`src/rtl/imem_loader_pkg.sv`:
```
// rtl/imem_loader_pkg.sv - shared types and constants for the instruction memory loader
package imem_loader_pkg;

    typedef enum logic [2:0] {
        IDLE,
        LEN,
        DATA,
        CHECK,
        DONE,
        ERR
    } state_t;

    localparam int BYTES_PER_WORD = 4;
    localparam int MAX_WORDS      = 64;

endpackage

```
`src/rtl/imem_word_packer.sv`:
```
// rtl/imem_word_packer.sv - big-endian byte-to-word packer with a combinational word strobe
module imem_word_packer
    import imem_loader_pkg::*;
#(
    parameter int DATA_W = 32
) (
    input  logic              clk,
    input  logic              reset_n,
    input  logic              clr,
    input  logic              byte_valid,
    input  logic [7:0]        byte_data,
    output logic              word_valid,
    output logic [DATA_W-1:0] word
);

    logic [DATA_W-1:0] shift_q, shift_d;
    logic [1:0]        byte_idx_q, byte_idx_d;

    // The completed word includes the byte being accepted now, so the top can register it this edge.
    assign word       = {shift_q[DATA_W-9:0], byte_data};
    assign word_valid = byte_valid && !clr && (byte_idx_q == 2'(BYTES_PER_WORD - 1));

    always_comb begin
        shift_d    = shift_q;
        byte_idx_d = byte_idx_q;
        if (clr) begin
            shift_d    = '0;
            byte_idx_d = '0;
        end else if (byte_valid) begin
            shift_d    = word;
            byte_idx_d = byte_idx_q + 2'd1;
        end
    end

    always_ff @(posedge clk or negedge reset_n) begin
        if (!reset_n) begin
            shift_q    <= '0;
            byte_idx_q <= '0;
        end else begin
            shift_q    <= shift_d;
            byte_idx_q <= byte_idx_d;
        end
    end

endmodule

```
`src/rtl/imem_loader.sv`:
```
// rtl/imem_loader.sv - loads a LEN/DATA/CHK byte frame into instruction memory, holding the core
module imem_loader
    import imem_loader_pkg::*;
#(
    parameter int ADDR_W = 6,
    parameter int DATA_W = 32
) (
    input  logic              clk,
    input  logic              reset_n,
    input  logic              start,
    input  logic [7:0]        in_data,
    input  logic              in_valid,
    output logic              in_ready,
    output logic              we,
    output logic [ADDR_W-1:0] wa,
    output logic [DATA_W-1:0] wd,
    output logic              busy,
    output logic              done,
    output logic              error,
    output logic              cpu_hold
);

    state_t            state_q, state_d;
    logic [ADDR_W:0]   n_q, n_d;
    logic [ADDR_W-1:0] word_addr_q, word_addr_d;
    logic [7:0]        checksum_q, checksum_d;
    logic              we_q, we_d;
    logic [ADDR_W-1:0] wa_q, wa_d;
    logic [DATA_W-1:0] wd_q, wd_d;

    logic              accept;
    logic              pk_clr;
    logic              pk_valid;
    logic [DATA_W-1:0] pk_word;
    logic              last_word;

    assign in_ready  = (state_q == LEN) || (state_q == DATA) || (state_q == CHECK);
    assign accept    = in_valid && in_ready;
    assign busy      = in_ready;
    assign done      = (state_q == DONE);
    assign error     = (state_q == ERR);
    assign cpu_hold  = busy || error;
    assign we        = we_q;
    assign wa        = wa_q;
    assign wd        = wd_q;
    assign last_word = (word_addr_q == ADDR_W'(n_q - 1'b1));

    imem_word_packer #(
        .DATA_W (DATA_W)
    ) u_packer (
        .clk        (clk),
        .reset_n    (reset_n),
        .clr        (pk_clr),
        .byte_valid (accept && (state_q == DATA)),
        .byte_data  (in_data),
        .word_valid (pk_valid),
        .word       (pk_word)
    );

    always_comb begin
        state_d     = state_q;
        n_d         = n_q;
        word_addr_d = word_addr_q;
        checksum_d  = checksum_q;
        we_d        = 1'b0;
        wa_d        = wa_q;
        wd_d        = wd_q;
        pk_clr      = 1'b0;
        case (state_q)
            IDLE, DONE, ERR: begin
                if (start) begin
                    state_d     = LEN;
                    checksum_d  = '0;
                    word_addr_d = '0;
                    pk_clr      = 1'b1;
                end
            end
            LEN: begin
                if (accept) begin
                    if (in_data == 8'd0) begin
                        n_d     = (ADDR_W+1)'(MAX_WORDS);
                        state_d = DATA;
                    end else if (in_data <= 8'(MAX_WORDS)) begin
                        n_d     = (ADDR_W+1)'(in_data);
                        state_d = DATA;
                    end else begin
                        state_d = ERR;
                    end
                end
            end
            DATA: begin
                if (accept) begin
                    checksum_d = checksum_q ^ in_data;
                    if (pk_valid) begin
                        we_d        = 1'b1;
                        wa_d        = word_addr_q;
                        wd_d        = pk_word;
                        word_addr_d = word_addr_q + 1'b1;
                        // Leave DATA on the same edge so a byte arriving during the write is the CHK byte.
                        if (last_word) begin
                            state_d = CHECK;
                        end
                    end
                end
            end
            CHECK: begin
                if (accept) begin
                    state_d = (in_data == checksum_q) ? DONE : ERR;
                end
            end
            default: state_d = IDLE;
        endcase
    end

    always_ff @(posedge clk or negedge reset_n) begin
        if (!reset_n) begin
            state_q     <= IDLE;
            n_q         <= '0;
            word_addr_q <= '0;
            checksum_q  <= '0;
            we_q        <= 1'b0;
            wa_q        <= '0;
            wd_q        <= '0;
        end else begin
            state_q     <= state_d;
            n_q         <= n_d;
            word_addr_q <= word_addr_d;
            checksum_q  <= checksum_d;
            we_q        <= we_d;
            wa_q        <= wa_d;
            wd_q        <= wd_d;
        end
    end

endmodule
```
`config.mk`:
```
export PLATFORM = sky130hd
export DESIGN_NAME = imem_loader
export DESIGN_NICKNAME = d
export VERILOG_FILES = /design/src/rtl/imem_loader_pkg.sv /design/src/rtl/imem_word_packer.sv /design/src/rtl/imem_loader.sv
export SDC_FILE = /design/constraint.sdc
export NUM_CORES = 1
export LEC_CHECK = 0
export ABC_CLOCK_PERIOD_IN_PS = 1600
export BUFFER_PORTS_ARGS = -buffer_cell sky130_fd_sc_hd__buf_2
export CORE_MARGIN = 8
export CORE_UTILIZATION = 38
export CTS_CLUSTER_DIAMETER = 50
export CTS_CLUSTER_SIZE = 24
export DETAILED_ROUTE_END_ITERATION = 12
export HOLD_SLACK_MARGIN = 0.08
export PLACE_DENSITY = 0.67
export SLEW_MARGIN = 40
export SYNTH_ARGS = -nofsm -noshare
export SYNTH_HDL_FRONTEND = slang
export SYNTH_SLANG_ARGS = --single-unit
export TNS_END_PERCENT = 50
```
`constraint.sdc`:
```
create_clock -name clk -period 1.6 [get_ports clk]
set_clock_uncertainty 0.1 [all_clocks]
set_input_delay 0.32 -clock clk [delete_from_list [all_inputs] [get_ports clk]]
set_output_delay 0.32 -clock clk [all_outputs]
set_load 0.05 [all_outputs]
```
**After elaboration in Yosys (flattened, before gate mapping)**

Cells that the tools add are included.

- Register bits after elaboration: 88
- Output and inout port bits: 44
- Word-level logic and storage cells: 75

- $add $sub $neg: 3
- $lt $le $gt $ge: 1
- Equality and inequality tests: 14
- Multiplexer cells: 28
- Bitwise gates (word level): 1
- Reductions and logical operators: 19

Operators with widths:

| operator | count |
|---|---|
| 24-bit two-way mux | 2 |
| 6-bit two-way mux | 5 |
| 3-bit two-way mux | 8 |
| 8-bit two-way mux | 2 |
| 8-bit one-hot mux with 2 select lines | 1 |
| 2-bit != test, second input constant | 6 |
| 3-bit one-hot mux with 4 select lines | 1 |
| 6-bit one-hot mux with 2 select lines | 1 |
| 3-bit AND reduction | 3 |
| 8-bit equality test | 1 |
| 8-bit by 7-bit less-or-equal comparator with 1-bit output, second input constant | 1 |
| 8-bit logical NOT | 1 |
| 8-bit XOR | 1 |
| 6-bit by 1-bit adder with 6-bit output, second input constant | 1 |
| 3-bit by 2-bit equality test with 1-bit output, second input constant | 2 |
| 3-bit equality test, second input constant | 2 |
| 6-bit equality test | 1 |
| 1-bit two-way mux | 6 |
| 6-bit AND reduction | 1 |
| 2-bit nonzero test | 3 |
| 6-bit by 1-bit subtractor with 6-bit output, second input constant | 1 |
| 1-bit logical AND | 4 |
| 2-bit two-way mux | 2 |
| 4-bit AND reduction | 1 |
| other kinds (7) | 9 |

**Logic depth before layout (Yosys ltp)**

- Word-level depth: 10
- Gate-level depth with buffers: 9
- Depth with buffers taken out: 7

**Hierarchy**

A second synthesis with hierarchy kept.

- Cell total of the unflattened synthesis: 339
- Area total of the unflattened synthesis: 4030.1 sq um

By module, submodules not included:

| module | instances | cells each | area each (sq um) | seq. area each (sq um) |
|---|---|---|---|---|
| imem_loader | 1 | 244 | 2874.0 | 1551.5 |
| imem_word_packer | 1 | 95 | 1156.1 | 650.6 |

**Least setup slack after synthesis**

Ideal clock, no wire load.

- Path kind: reg-to-output
- Start: register state_q[1]
- End: output port in_ready
- Arrival time: 1570 ps
- Data required time: 1180 ps
- Setup slack: -390 ps
- Stages on the path, launching flop included: 5
- Cell sequence: dfrtp_1 -> buf_2 -> nor2_1 -> nor2_1 -> buf_4

- Longest elaborated chain between the ends: 3
- Elaborated cells between the ends (all ways): 5
- Classes of those cells: 3 x eq/ne; 2 x reduce/logical

RTL lines:

| item | line | RTL |
|---|---|---|
| start, declared | imem_loader.sv:23 | `state_t state_q, state_d;` |
| start signal, assigned | imem_loader.sv:125 | `state_q <= state_d;` |
| 3-bit by 1-bit equality test with 1-bit output / 3-bit by 2-bit equality test with 1-bit output (equally long branches) | imem_loader.sv:37 | `assign in_ready = (state_q == LEN) \|\| (state_q == DATA) \|\| (state_q == CHECK);` |
| 1-bit logical OR | imem_loader.sv:37 |  |
| 1-bit logical OR * | imem_loader.sv:37 |  |
| end, declared | imem_loader.sv:13 | `output logic in_ready,` |

Every way passes the cells marked *; elsewhere a longest branch is shown, timed or not.

**Final worst setup path**

- Start: register state_q[2]
- End: register wd_q[4], in the netlist wd[4]

- Longest elaborated chain between the ends: 8
- Elaborated cells between the ends (all ways): 16
- Classes of those cells: 5 x eq/ne; 1 x mux; 10 x reduce/logical

RTL lines:

| item | line | RTL |
|---|---|---|
| branches (longest 7 deep; another with 3-bit equality test) | n/a |  |
| 3-bit AND reduction (no source line) * | n/a |  |
| end signal, assigned | imem_loader.sv:131 | `wd_q <= wd_d;` |
| end, declared | imem_loader.sv:29 | `logic [DATA_W-1:0] wd_q, wd_d;` |

Every way passes the cells marked *.
A chain may end at the register's enable or synchronous reset.

==> metrics.csv <==
stage,metric,value,unit
setup_path,criticalPathCategory,flop to flop,
drt,drcViolationCount,0,
cts,clk_latency,0.36,ns
die,io_pins,56,
power_and_ir_drop,power,7.254,mW
global_route,grt_antenna_before_repair,0,
yosys,yosysSeqAreaShare,55.28,%
sta,worst_slew_pin_slew,0.4107,ns
drt,drtAntennaViolNets,0,
sta,period_needed,1.785,ns
yosys,synthArstFlopShare,100.0,%
setup_path,critPathLaunchType,flop,
drt,drt-total-wl,9509,um
die,die_w,118.4,um
yosys,synthTopCellsByCount,"nand2_1, dfrtp_1, o21ai_0, nor2b_1, xor2_1",
sta,setup_violations,88,
sta,worst_slack,-0.1849,ns
die,die_h,118.4,um
setup_path,endpoint_kind,flop,
placed_design,port_buffers,55,
placed_design,place_hpwl,6675,um
cts,clkTransAtPathRegs,0.09,ns
drt,wire_per_inst,15.05,um
global_route,grt_pass1_vias,3234,
setup_path,crit_family,buffers and inverters,
min_path,hold_depth,2,
final_layout,area_growth,31.63,%
setup_path,reg2reg_from,state_q[2],
setup_path,crit_start,state_q[2],
power_and_ir_drop,p_leak,2.647,nW
placed_design,dpl-instance-area,4626,um2
drt,detail_route.iter0.violations,190,
setup_path,path_buf_inv,3,
yosys,synth_area,3984,um2
cts,cts-root-buf,clkbuf_8,
die,start_util,38.94,%
sta,slew_headroom,72.37,%
cts,htree_levels,3,
power_and_ir_drop,ir_drop,0.001088,V
sta,hold_viol_final,0,
final_layout,fill_cells,944,
sta,finalMaxSlewViolations,0,
cts,cts_buffer_depth,2,
yosys,ys_ff_latch,88,
setup_path,cp_slowest_cell,dfrtp_1,
yosys,synthFlopType,dfrtp_1,
yosys,yosysTopAreaCell,dfrtp_1,
setup_path,crit_cells,6,
yosys,syn_avg_cell_area,9.985,um2
global_route,grt_pass1_wl,16190,um
final_layout,n_antenna_cell,0,
global_route,grt_max_degree,39,
yosys,synth-edff-count,0,
placed_design,gp_congestion,0.8377,
die,dieArea,14020,um2
yosys,syn-num-nets,414,
status,status,"finished, violations left",
global_route,grt-ovfl-total,0,
final_layout,nNetsFinal,507,
run,drv_cap,0,
yosys,synth.top_cell.area_share,55.28,%
global_route,track_usage,14.04,%
sta,period_share,111.6,%
final_layout,drive_above_1_share,36.09,%
status,violations,setup timing,
sta,max_freq,0.5603,GHz
cts,cts_sinks,88,
setup_path,rrSetupSlack,-0.18,ns
setup_path,rr_worst_depth,6,
die,rows,37,
setup_path,crit_required,1.74,ns
drt,num_vias,3120,
min_path,min_from,start,
final_layout,final_cell_area,5244,um2
setup_path,crit_path_cell_trace,buf_6 > nor4bb_4 > buf_4 > nand2_8 > buf_12 > mux2_4,
drt,drt-vias-per-instance,4.937,
cts,cts_tree,done,
yosys,synthCells,399,
sta,rsz0062_at_grt,yes,
yosys,synth_warnings,0,
setup_path,slowest_delay,0.40,ns
power_and_ir_drop,power_density,1383,nW/um2
setup_path,crit_fanout,8,
yosys,ys_types,42,
cts,cts_made_buffers,9,
min_path,hold_path.class,input pin to flop,
drt,drtPass1Iterations,4,
yosys,synth.most_common_cell,nand2_1,
setup_path,cp.arrival,1.93,ns
yosys,synthTopCellsByArea,"dfrtp_1, nand2_1, o21ai_0, mux2_4, xor2_1",
die,coreArea,10230,um2
==> worst reg2reg max path, stage by stage, from the launching register on <==
cell      delay, ns
dfrtp_1        0.40
buf_6          0.13
nor4bb_4       0.29
buf_4          0.20
nand2_8        0.09
buf_12         0.16
mux2_4         0.29
==> final timing paths <==
kind                              endpoint
worst max-delay path                 wd[4]
worst min-delay path            state_q[2]
min in group asynchronous           wd[12]
worst max register to register       wd[4]
max in group asynchronous           wd[25]
worst min register to register      wd[22]
==> sequential cells by signal (all words and copies together) (netlist names) <==
signal / cells
checksum_q: 8
n_q: 6
state_q: 3
u_packer.byte_idx_q: 2
u_packer.shift_q: 24
wa: 6
wd: 32
we: 1
word_addr_q: 6
==> power breakdown <==
| part | switching [mW] | total (mW) | internal, mW |
|---|---|---|---|
| clock | 0.797 | 1.36 | 0.560 |
| sequential | 0.357 | 2.98 | 2.62 |
| combinational | 1.63 | 2.92 | 1.29 |
==> cells by family after synthesis <==
group | Yosys count | share of synthesized area (%)
muxes | 26 | 8.134
xor gates and xnor gates | 14 | 3.078
and+or+nand+nor | 187 | 21.17
buffers and inverters | 26 | 3.989
DFF | 88 | 55.28
AOI/OAI and AO/OA | 55 | 7.412
adders and majority gates | 3 | 0.9423
==> routing by layer <==
metal | up-vias | track usage (%) | routed length [um]
li1 | 1513 | - | -
met1 | 1536 | 18.03 | 4333
met2 | 54 | 21.95 | 4600
met3 | 17 | 3.141 | 358
met4 | 0 | 7.036 | 217
met5 | - | 0 | 0
==> cell type report <==
class,count,area (um2),area share (%)
flip-flops and latches,88,2202,41.99
multi-input cells,286,1821,34.72
repair buffers,103,854.6,16.30
well taps,136,170.2,3.245
clock buffers,9,123.9,2.362
clock inverters,6,45.04,0.8590
inverters,4,27.53,0.5249
==> placed cells by master (no fill, tap or decap), types with 5 or more instances in the layout <==
cell / instances
a21oi_1: 8
buf_12: 8
mux2_2: 8
nand2_2: 13
dfrtp_1: 88
buf_4: 30
buf_2: 49
nor2_4: 5
nor2b_1: 12
buf_6: 9
xor2_1: 12
clkbuf_8: 9
nor2_1: 5
nand2_1: 120
mux2_4: 12
o21ai_0: 30
o21ai_1: 7
==> metrics by stage <==
stage | hold WS, ns | worst slack [ns] | TNS, ns | cells | utilization (%)
after global routing | 0.1106 | -0.2373 | -13.68 | 632 | 51.25
final | 0.1105 | -0.1849 | -7.794 | 632 | 51.25
after global placement | 0.03395 | -0.1392 | -0.8714 | 602 | 45.21
after floorplan | -0.07559 | -0.1910 | -1.572 | 399 | -
after CTS | 0.08621 | -0.1774 | -5.877 | 631 | 50.07
after detailed placement | 0.03499 | -0.1578 | -1.649 | 602 | 45.21
==> timing repair <==
action,4_1_cts,5_1_grt
resized for setup,57,28
hold buffers,1,0
gates cloned,2,1
pin swaps,12,25
setup endpoints to repair,74,92
setup buffers,11,0
endpoints found under the hold margin,88,0
Note: power is estimated with default switching activity, not from simulation.
